**src/rtl/io_input_port.sv**
```systemverilog
// io_input_port
//   Memory-mapped KEY/SW input peripheral for the single-cycle processor.
//   Each pin group passes through a 2-flop synchronizer and a steady-count
//   debouncer. The debounced values are readable as data registers. Each
//   group also has a sticky control/status register (ready, overrun, ie).
//   Reads are purely combinational so they fit the single-cycle load path.
//
//   Optional feature macro: IO_INPUT_IRQ_EN
//     defined   : the ie bits are writable and irq is a registered OR of
//                 ready & ie over both groups.
//     undefined : irq is tied low, ie bits read 0, writes to bit8 are ignored.
//
//   DEBOUNCE_CYCLES must be >= 2.

module io_input_port #(
  parameter int               DBITS           = 32,
  parameter logic [DBITS-1:0] ADDR_KEY        = 32'hF0000010,
  parameter logic [DBITS-1:0] ADDR_SW         = 32'hF0000014,
  parameter logic [DBITS-1:0] ADDR_KCTRL      = 32'hF0000110,
  parameter logic [DBITS-1:0] ADDR_SCTRL      = 32'hF0000114,
  parameter int               DEBOUNCE_CYCLES = 10000
) (
  input  logic             clk,
  input  logic             reset,
  input  logic             wrEn,
  input  logic [DBITS-1:0] addr,
  input  logic [DBITS-1:0] wrData,
  output logic [DBITS-1:0] rdData,
  output logic             addrHit,
  input  logic [3:0]       KEY,
  input  logic [9:0]       SW,
  output logic             irq
);

  // Counter just wide enough to hold DEBOUNCE_CYCLES-1; it saturates there.
  localparam int               CNT_W   = $clog2(DEBOUNCE_CYCLES);
  localparam logic [CNT_W-1:0] CNT_MAX = CNT_W'(DEBOUNCE_CYCLES - 1);
  localparam logic [CNT_W-1:0] CNT_ONE = CNT_W'(1);

  // Keys are active-low, so "all released" is the idle value.
  localparam logic [3:0] KEY_RST = 4'hF;
  localparam logic [9:0] SW_RST  = 10'h000;

  // Sticky status bits plus the interrupt enable of one pin group.
  typedef struct packed {
    logic ie;
    logic ovr;
    logic ready;
  } ctrl_t;

  // ------------------------------------------------------------------
  // Address decode
  // ------------------------------------------------------------------
  logic hit_key;
  logic hit_sw;
  logic hit_kctrl;
  logic hit_sctrl;

  assign hit_key   = (addr == ADDR_KEY);
  assign hit_sw    = (addr == ADDR_SW);
  assign hit_kctrl = (addr == ADDR_KCTRL);
  assign hit_sctrl = (addr == ADDR_SCTRL);

  // Only bits 0, 2 and 8 of a store are meaningful; the rest are dropped.
  logic unused_wrdata;
  assign unused_wrdata = ^wrData;

  // ------------------------------------------------------------------
  // KEY synchronizer and debouncer
  // ------------------------------------------------------------------
  logic [3:0]       key_sync1_q, key_sync1_d;
  logic [3:0]       key_sync2_q, key_sync2_d;
  logic [3:0]       key_prev_q, key_prev_d;
  logic [3:0]       key_stable_q, key_stable_d;
  logic [CNT_W-1:0] key_cnt_q, key_cnt_d;
  logic             key_change;

  // KEY next state: restart the count on any input change, publish once steady.
  always_comb begin
    // NOTE: every variable gets a default before any branch, so no path can
    // leave one unassigned and infer a latch.
    key_sync1_d  = KEY;
    key_sync2_d  = key_sync1_q;
    key_prev_d   = key_prev_q;
    key_cnt_d    = key_cnt_q;
    key_stable_d = key_stable_q;
    key_change   = 1'b0;

    if (key_sync2_q != key_prev_q) begin
      key_prev_d = key_sync2_q;
      key_cnt_d  = '0;
    end else if (key_cnt_q != CNT_MAX) begin
      key_cnt_d = key_cnt_q + CNT_ONE;
    end

    if ((key_cnt_q == CNT_MAX) && (key_prev_q != key_stable_q)) begin
      key_stable_d = key_prev_q;
      key_change   = 1'b1;
    end
  end

  // KEY state registers; reset aborts any count in progress.
  always_ff @(posedge clk) begin
    // NOTE: clocked blocks use non-blocking assignments only, so every flop
    // samples the values from before this edge regardless of statement order.
    if (reset) begin
      key_sync1_q  <= KEY_RST;
      key_sync2_q  <= KEY_RST;
      key_prev_q   <= KEY_RST;
      key_stable_q <= KEY_RST;
      key_cnt_q    <= '0;
    end else begin
      key_sync1_q  <= key_sync1_d;
      key_sync2_q  <= key_sync2_d;
      key_prev_q   <= key_prev_d;
      key_stable_q <= key_stable_d;
      key_cnt_q    <= key_cnt_d;
    end
  end

  // ------------------------------------------------------------------
  // SW synchronizer and debouncer
  // ------------------------------------------------------------------
  logic [9:0]       sw_sync1_q, sw_sync1_d;
  logic [9:0]       sw_sync2_q, sw_sync2_d;
  logic [9:0]       sw_prev_q, sw_prev_d;
  logic [9:0]       sw_stable_q, sw_stable_d;
  logic [CNT_W-1:0] sw_cnt_q, sw_cnt_d;
  logic             sw_change;

  // SW next state: same rules as the KEY group.
  always_comb begin
    sw_sync1_d  = SW;
    sw_sync2_d  = sw_sync1_q;
    sw_prev_d   = sw_prev_q;
    sw_cnt_d    = sw_cnt_q;
    sw_stable_d = sw_stable_q;
    sw_change   = 1'b0;

    if (sw_sync2_q != sw_prev_q) begin
      sw_prev_d = sw_sync2_q;
      sw_cnt_d  = '0;
    end else if (sw_cnt_q != CNT_MAX) begin
      sw_cnt_d = sw_cnt_q + CNT_ONE;
    end

    if ((sw_cnt_q == CNT_MAX) && (sw_prev_q != sw_stable_q)) begin
      sw_stable_d = sw_prev_q;
      sw_change   = 1'b1;
    end
  end

  // SW state registers; a nonzero SW at reset release debounces in normally.
  always_ff @(posedge clk) begin
    if (reset) begin
      sw_sync1_q  <= SW_RST;
      sw_sync2_q  <= SW_RST;
      sw_prev_q   <= SW_RST;
      sw_stable_q <= SW_RST;
      sw_cnt_q    <= '0;
    end else begin
      sw_sync1_q  <= sw_sync1_d;
      sw_sync2_q  <= sw_sync2_d;
      sw_prev_q   <= sw_prev_d;
      sw_stable_q <= sw_stable_d;
      sw_cnt_q    <= sw_cnt_d;
    end
  end

  // ------------------------------------------------------------------
  // Control/status registers
  // ------------------------------------------------------------------
  // A change event always wins on ready. A clear of ready in the same cycle
  // consumes the previous event, so that event does not count as an overrun.
  function automatic ctrl_t ctrl_next(input ctrl_t cur, input logic change,
                                      input logic wr, input ctrl_t wr_val);
    ctrl_t nxt;
    logic  clr_ready;
    logic  clr_ovr;
    nxt       = cur;
    clr_ready = wr && !wr_val.ready;
    clr_ovr   = wr && !wr_val.ovr;

    if (change) begin
      nxt.ready = 1'b1;
    end else if (clr_ready) begin
      nxt.ready = 1'b0;
    end

    if (change && cur.ready && !clr_ready) begin
      nxt.ovr = 1'b1;
    end else if (clr_ovr) begin
      nxt.ovr = 1'b0;
    end

    if (wr) begin
      nxt.ie = wr_val.ie;
    end
    return nxt;
  endfunction

  ctrl_t wr_val;
  ctrl_t kctrl_q, kctrl_d;
  ctrl_t sctrl_q, sctrl_d;
  logic  kctrl_wr;
  logic  sctrl_wr;

  assign kctrl_wr = wrEn && hit_kctrl;
  assign sctrl_wr = wrEn && hit_sctrl;

  // Store data mapped onto the control fields; ie is forced low when disabled,
  // which keeps the ie flops at their reset value of 0.
  always_comb begin
    wr_val.ready = wrData[0];
    wr_val.ovr   = wrData[2];
`ifdef IO_INPUT_IRQ_EN
    wr_val.ie    = wrData[8];
`else
    wr_val.ie    = 1'b0;
`endif
  end

  // Control next state for both groups.
  always_comb begin
    kctrl_d = ctrl_next(kctrl_q, key_change, kctrl_wr, wr_val);
    sctrl_d = ctrl_next(sctrl_q, sw_change, sctrl_wr, wr_val);
  end

  // Control registers; all bits clear on reset.
  always_ff @(posedge clk) begin
    if (reset) begin
      kctrl_q <= '0;
      sctrl_q <= '0;
    end else begin
      kctrl_q <= kctrl_d;
      sctrl_q <= sctrl_d;
    end
  end

  // ------------------------------------------------------------------
  // Interrupt
  // ------------------------------------------------------------------
`ifdef IO_INPUT_IRQ_EN
  logic irq_q, irq_d;

  // Request when any group is ready with its interrupt enabled.
  always_comb begin
    irq_d = (kctrl_q.ready & kctrl_q.ie) | (sctrl_q.ready & sctrl_q.ie);
  end

  // Registered so irq follows the causing state by one cycle.
  always_ff @(posedge clk) begin
    if (reset) begin
      irq_q <= 1'b0;
    end else begin
      irq_q <= irq_d;
    end
  end

  assign irq = irq_q;
`else
  assign irq = 1'b0;
`endif

  // ------------------------------------------------------------------
  // Read mux
  // ------------------------------------------------------------------
  // Combinational read of the addressed register; unmapped reads return 0.
  always_comb begin
    rdData  = '0;
    addrHit = 1'b0;
    if (hit_key) begin
      addrHit     = 1'b1;
      rdData[3:0] = ~key_stable_q;
    end else if (hit_sw) begin
      addrHit     = 1'b1;
      rdData[9:0] = sw_stable_q;
    end else if (hit_kctrl) begin
      addrHit   = 1'b1;
      rdData[0] = kctrl_q.ready;
      rdData[2] = kctrl_q.ovr;
      rdData[8] = kctrl_q.ie;
    end else if (hit_sctrl) begin
      addrHit   = 1'b1;
      rdData[0] = sctrl_q.ready;
      rdData[2] = sctrl_q.ovr;
      rdData[8] = sctrl_q.ie;
    end
  end

endmodule

```
**config.mk**
```make
export PLATFORM = sky130hd
export DESIGN_NAME = io_input_port
export DESIGN_NICKNAME = d
export VERILOG_FILES = /design/src/rtl/io_input_port.sv
export SDC_FILE = /design/constraint.sdc
export NUM_CORES = 1
export LEC_CHECK = 0
export BUFFER_PORTS_ARGS = -buffer_cell sky130_fd_sc_hd__buf_2
export CAP_MARGIN = 0
export CORE_MARGIN = 2
export CORE_UTILIZATION = 45
export CTS_CLUSTER_SIZE = 30
export DETAILED_ROUTE_END_ITERATION = 8
export MAX_ROUTING_LAYER = met4
export PLACE_DENSITY_LB_ADDON = 0.25
export REMOVE_ABC_BUFFERS = 1
export SLEW_MARGIN = 20
export SYNTH_ARGS = -nofsm -noshare
export SYNTH_HDL_FRONTEND = slang
export SYNTH_SLANG_ARGS = --single-unit
```
**constraint.sdc**
```tcl
create_clock -name clk -period 1.6 [get_ports clk]
set_input_delay 0.08 -clock clk [delete_from_list [all_inputs] [get_ports clk]]
set_output_delay 0.08 -clock clk [all_outputs]
set_load 0.02 [all_outputs]
```
* Yosys cells after proc, flatten, opt, wreduce, memory -nomap -nowiden
Cells that the tools add are included.
** Word-level totals
- Bits in registers :: 88
- Bits of input ports :: 81
- Output and inout port bits :: 34
- Word-level logic and storage cells :: 77
** Operators by class
- Add/sub/neg operators :: 2
- Equal/unequal tests :: 12
- Mux-type cells :: 26
- Bitwise logic cells :: 1
- Reduce and logical (&&, ||, !) cells :: 22
** Operators by type and width (count)
- $eq A32 B32 Y1 const B :: 4
- $add A14 B1 Y14 const B :: 2
- $eq A14 B14 Y1 const B :: 2
- $ne A14 B14 Y1 const B :: 2
- $mux W1 :: 23
- $ne A10 B10 Y1 :: 2
- $logic_and A1 B1 Y1 :: 12
- $ne A4 B4 Y1 :: 2
- $reduce_bool A2 Y1 :: 4
- $mux W6 :: 1
- $mux W5 :: 1
- $logic_not A1 Y1 :: 4
- $mux W4 :: 1
- $not A4 Y4 :: 1
- $reduce_or A2 Y1 :: 2

* Longest topological paths before layout
- Word-level depth :: 6
- Depth in mapped cells :: 8
- Mapped depth without buffers :: 6

* Worst setup path before layout
OpenSTA, ideal clock, no wires.
- Kind :: register to register
- From :: reg sw_cnt_q[0]
- To :: reg sw_stable_q[3]
- Arrival time :: 1.553 ns
- Path slack :: -0.081 ns
- Cell stages (with the launch flop) :: 9
- Buffers on the path :: 2
- Path through :: dfxtp_1 -> ha_1 -> and3_1 -> and4_1 -> buf_2 -> o41a_4 -> buf_8 -> mux2i_1 -> nor2_1
** On the way
- Word-level cells in the longest chain between the ends :: 2
** RTL lines
- start, declared :: line 128 : logic [CNT_W-1:0] sw_cnt_q, sw_cnt_d;
- start signal, assigned :: line 166 : sw_cnt_q <= sw_cnt_d;
- $eq A14 B14 Y1 :: line 147 : if ((sw_cnt_q == CNT_MAX) && (sw_prev_q != sw_stable_q)) begin
- $logic_and A1 B1 Y1 :: line 147
- end signal, assigned :: line 165 : sw_stable_q <= sw_stable_d;
- end, declared :: line 127 : logic [9:0] sw_stable_q, sw_stable_d;
No other way between the ends.
A chain may end at the register's enable or synchronous reset.

* Worst setup path after layout
- From :: in addr[10]
- To :: out rdData[6]
** On the way
- Word-level cells in the longest chain between the ends :: 3
- Elaborated cells between the ends (all ways) :: 4
- Classes of those cells :: 2 x eq/ne; 2 x mux
** RTL lines
- start, declared :: line 26 : input logic [DBITS-1:0] addr,
- $eq A32 B32 Y1 :: line 60 : assign hit_sw = (addr == ADDR_SW);
- $mux W5 :: line 275 : end else if (hit_sw) begin
- $mux W6 * :: line 272 : if (hit_key) begin
- end, declared :: line 28 : output logic [DBITS-1:0] rdData,
Every way passes the cells marked *; elsewhere a longest branch is shown, timed or not.

==> flow_summary.yaml <==
status:
  outcome: "complete, but fails checks"
  violations: "setup timing"
layout:
  area_growth_pct: 33.8
  nNetsFinal: 594
  drive_gt1_share_pct: 36.5
  utilization_pct: 61.7
  antenna_cells: 0
power:
  powerDensity_nw_per_um2: 834
  switchingPower_mw: 0.939
  p_leak_nw: 2.08
  p_seq_share_pct: 54.1
  pwr-share-clk_pct: 37.5
  internal_power_mw: 3.25
  p_comb_share_pct: 8.5
  swShare_pct: 22.4
  total_power_mw: 4.19
  irDropWorstVdd_v: 0.000491
timing:
  rsz0062_at_grt: "yes"
  worst_slack_ns: -0.0755
  maxSlewViolCount: 0
  period_share_pct: 105
  setup_viol: 14
  hold_violations: 0
  fin_skew_ns: 0.00859
  fin_crit_ns: 1.68
  fmax_mhz: 597
setup_path:
  start_kind: "primary input"
  crit_fanout: 6
  endpoint_kind: "primary output"
  critPathRequiredTime_ns: 1.52
  path_class: "primary input to primary output"
  cp_data_arrival_time_ns: 1.60
placed_design:
  io_buffer_count: 61
  dp_hpwl_mm: 5.58
  gp_congestion: 0.847
clock_tree:
  cts_root_buf: "clkbuf_8"
  clkLatencyLatePin_ns: 0.34
  clock_path_buffers: 2
  tritoncts: "built"
  path_clk_slew_ns: 0.08
  clock-sinks: 88
  cts_buffers: 9
  h-tree-depth: 3
global_routing:
  grt_pass1_wl_mm: 11.9
  grt_util_all_layers_pct: 17.5
  grt-ovfl-total: 0
  grt_start_max_net_pins: 30
  grt_pass1_vias: 2714
  antenna_found_initial: 0
drt:
  drt_wl_total_mm: 7.96
  routed-via-count: 2958
  viasPerCell: 4.77
  wl_per_cell_um: 12.8
  drc: 0
  ant_nets: 0
  dr.pass1.iters: 4
  drt_iter0_drc: 97
floorplan:
  die_area_um2: 9090
  die_x_um: 95.3
  core_um2: 8130
  start_util_pct: 46.1
  io_pins: 115
  die_h_um: 95.3
  fp-row-count: 33
synthesis:
  synth_top_area_share_pct: 46.9
  ys_seq_area_share_pct: 46.9
  synth_edf_count: 0
  synth-seq-cells: 88
  synth_cell_type_count: 45
  async_reset_ff_share_pct: 0
  yosys_warnings: 0
  synth.avg_cell_area_um2: 9.38
  synthCells: 400
  yosys.area.top_type: "dfxtp_1"
  syn_area_um2: 3750
  synthTopCellsByArea: "dfxtp_1 47%, xor2_1 5.8%, nor2_1 5.6%"
  synth_flop_cell: "dfxtp_1"
worst_hold_path:
  holdCritPathClass: "primary input to flop"
flow_run:
  maxCapViolations: 0
## per-layer routing
metal / share of wire [%] / routed length, um / up-vias / global-route usage, %
met4: 1.1 / 89 / 0 / 7.49
met5: 0 / 0 / - / -
met1: 45 / 3590 / 1384 / 21.3
met2: 49 / 3930 / 71 / 28.4
met3: 4.3 / 341 / 7 / 3.16
li1: - / - / 1496 / -
## worst max-delay path: stages
cell     delay (ns)
buf_6          0.10
nor4_4         0.27
nand4_1        0.16
or4_4          0.68
nor2_2         0.17
buf_6          0.14
## sequential cells by signal, indices dropped and copies added (netlist names), 10 cells and up
register	count
sw_sync2_q	10
sw_cnt_q	14
sw_stable_q	10
sw_sync1_q	10
sw_prev_q	10
key_cnt_q	14
## cell usage in the layout (no fill, tap or decap), types with 10 or more instances in the layout
master	instances
buf_2	47
buf_4	39
buf_6	14
clkbuf_8	12
conb_1	23
dfxtp_1	70
dfxtp_2	18
dlygate4sd3_1	14
inv_1	14
mux2i_1	14
nand2_1	18
nand4_1	10
nor2_1	46
nor2b_1	31
or2_2	10
xnor2_1	17
xor2_1	25
## power groups by stage
stage	combinational (mW)	sequential, mW	clock (mW)
final	0.354	2.26	1.57
after CTS	0.328	2.26	1.60
after global placement	0.288	2.31	0
after floorplan	0.150	2.31	0
after global routing	0.391	2.27	1.68
after detailed placement	0.292	2.31	0
## path summary, 6_finish.rpt
kind / startpoint / endpoint / slack (ns) / depth (start not counted)
max: addr[10] / rdData[6] / -0.08 / 6
min: wrData[2] / sctrl_q[1] / 0.14 / 4
max reg2reg: sw_prev_q[5] / sw_stable_q[0] / -0.04 / 5
min reg2reg: key_sync1_q[2] / key_sync2_q[2] / 0.41 / 1
## kinds of logic after synthesis
kind of cell    synth area share, %
compound gates                 4.53
xor+xnor                       11.0
fa+ha+maj                     0.667
buf+inv                        7.97
flops                          46.9
mux                            4.93
other cells                  0.0999
simple gates                   23.9
## synth_stat cells, types with 2 or more instances
master,instances
nand3_1,10
ha_1,2
buf_4,24
nand2_1,19
nand4_1,10
mux2i_1,14
and3_1,4
and2_1,3
nor4_1,6
or3_1,3
buf_2,2
mux4_2,2
nor4bb_1,2
clkbuf_1,10
o21ai_0,3
nor3_1,6
xor2_1,25
nor2_1,56
a21oi_1,6
nor4b_1,3
xnor2_1,22
nor2b_1,31
or2_2,11
nand2b_1,3
inv_1,14
dfxtp_1,88
a41o_1,2
o21a_1,2
## repair_timing
action | in CTS | in global routing
hold endpoints to repair | 14 | 0
hold buffers | 14 | 0
pin swaps | 6 | 20
setup buffers | 2 | 2
resized for setup | 29 | 61
setup endpoints to repair | 21 | 41
gates cloned | 1 | 0
## area by class of cell
| type | count | area (um^2) |
|---|---|---|
| clock inverters | 3 | 40.0 |
| repair buffers | 114 | 826 |
| clock buffers | 12 | 165 |
| inverters | 15 | 56.3 |
| well taps | 105 | 131 |
| fillers | 690 | 3110 |
| flip-flops and latches | 88 | 1780 |
| multi-input cells | 283 | 2020 |
## through the flow
step           worst slack, ns  cell area, um^2  hold WS (ns)  TNS (ns)  instances
2_1_floorplan          -0.0425             3590         0.152    -0.425        385
3_3_place_gp           -0.0791             4290         0.267    -0.793        586
3_5_place_dp            -0.128             4290         0.266     -1.27        586
4_1_cts                -0.0446             4760         0.128    -0.175        618
5_1_grt                 -0.148             5020         0.132     -1.83        620
6_report               -0.0755             5020         0.139    -0.350        620
Note: power is estimated with default switching activity, not from simulation.
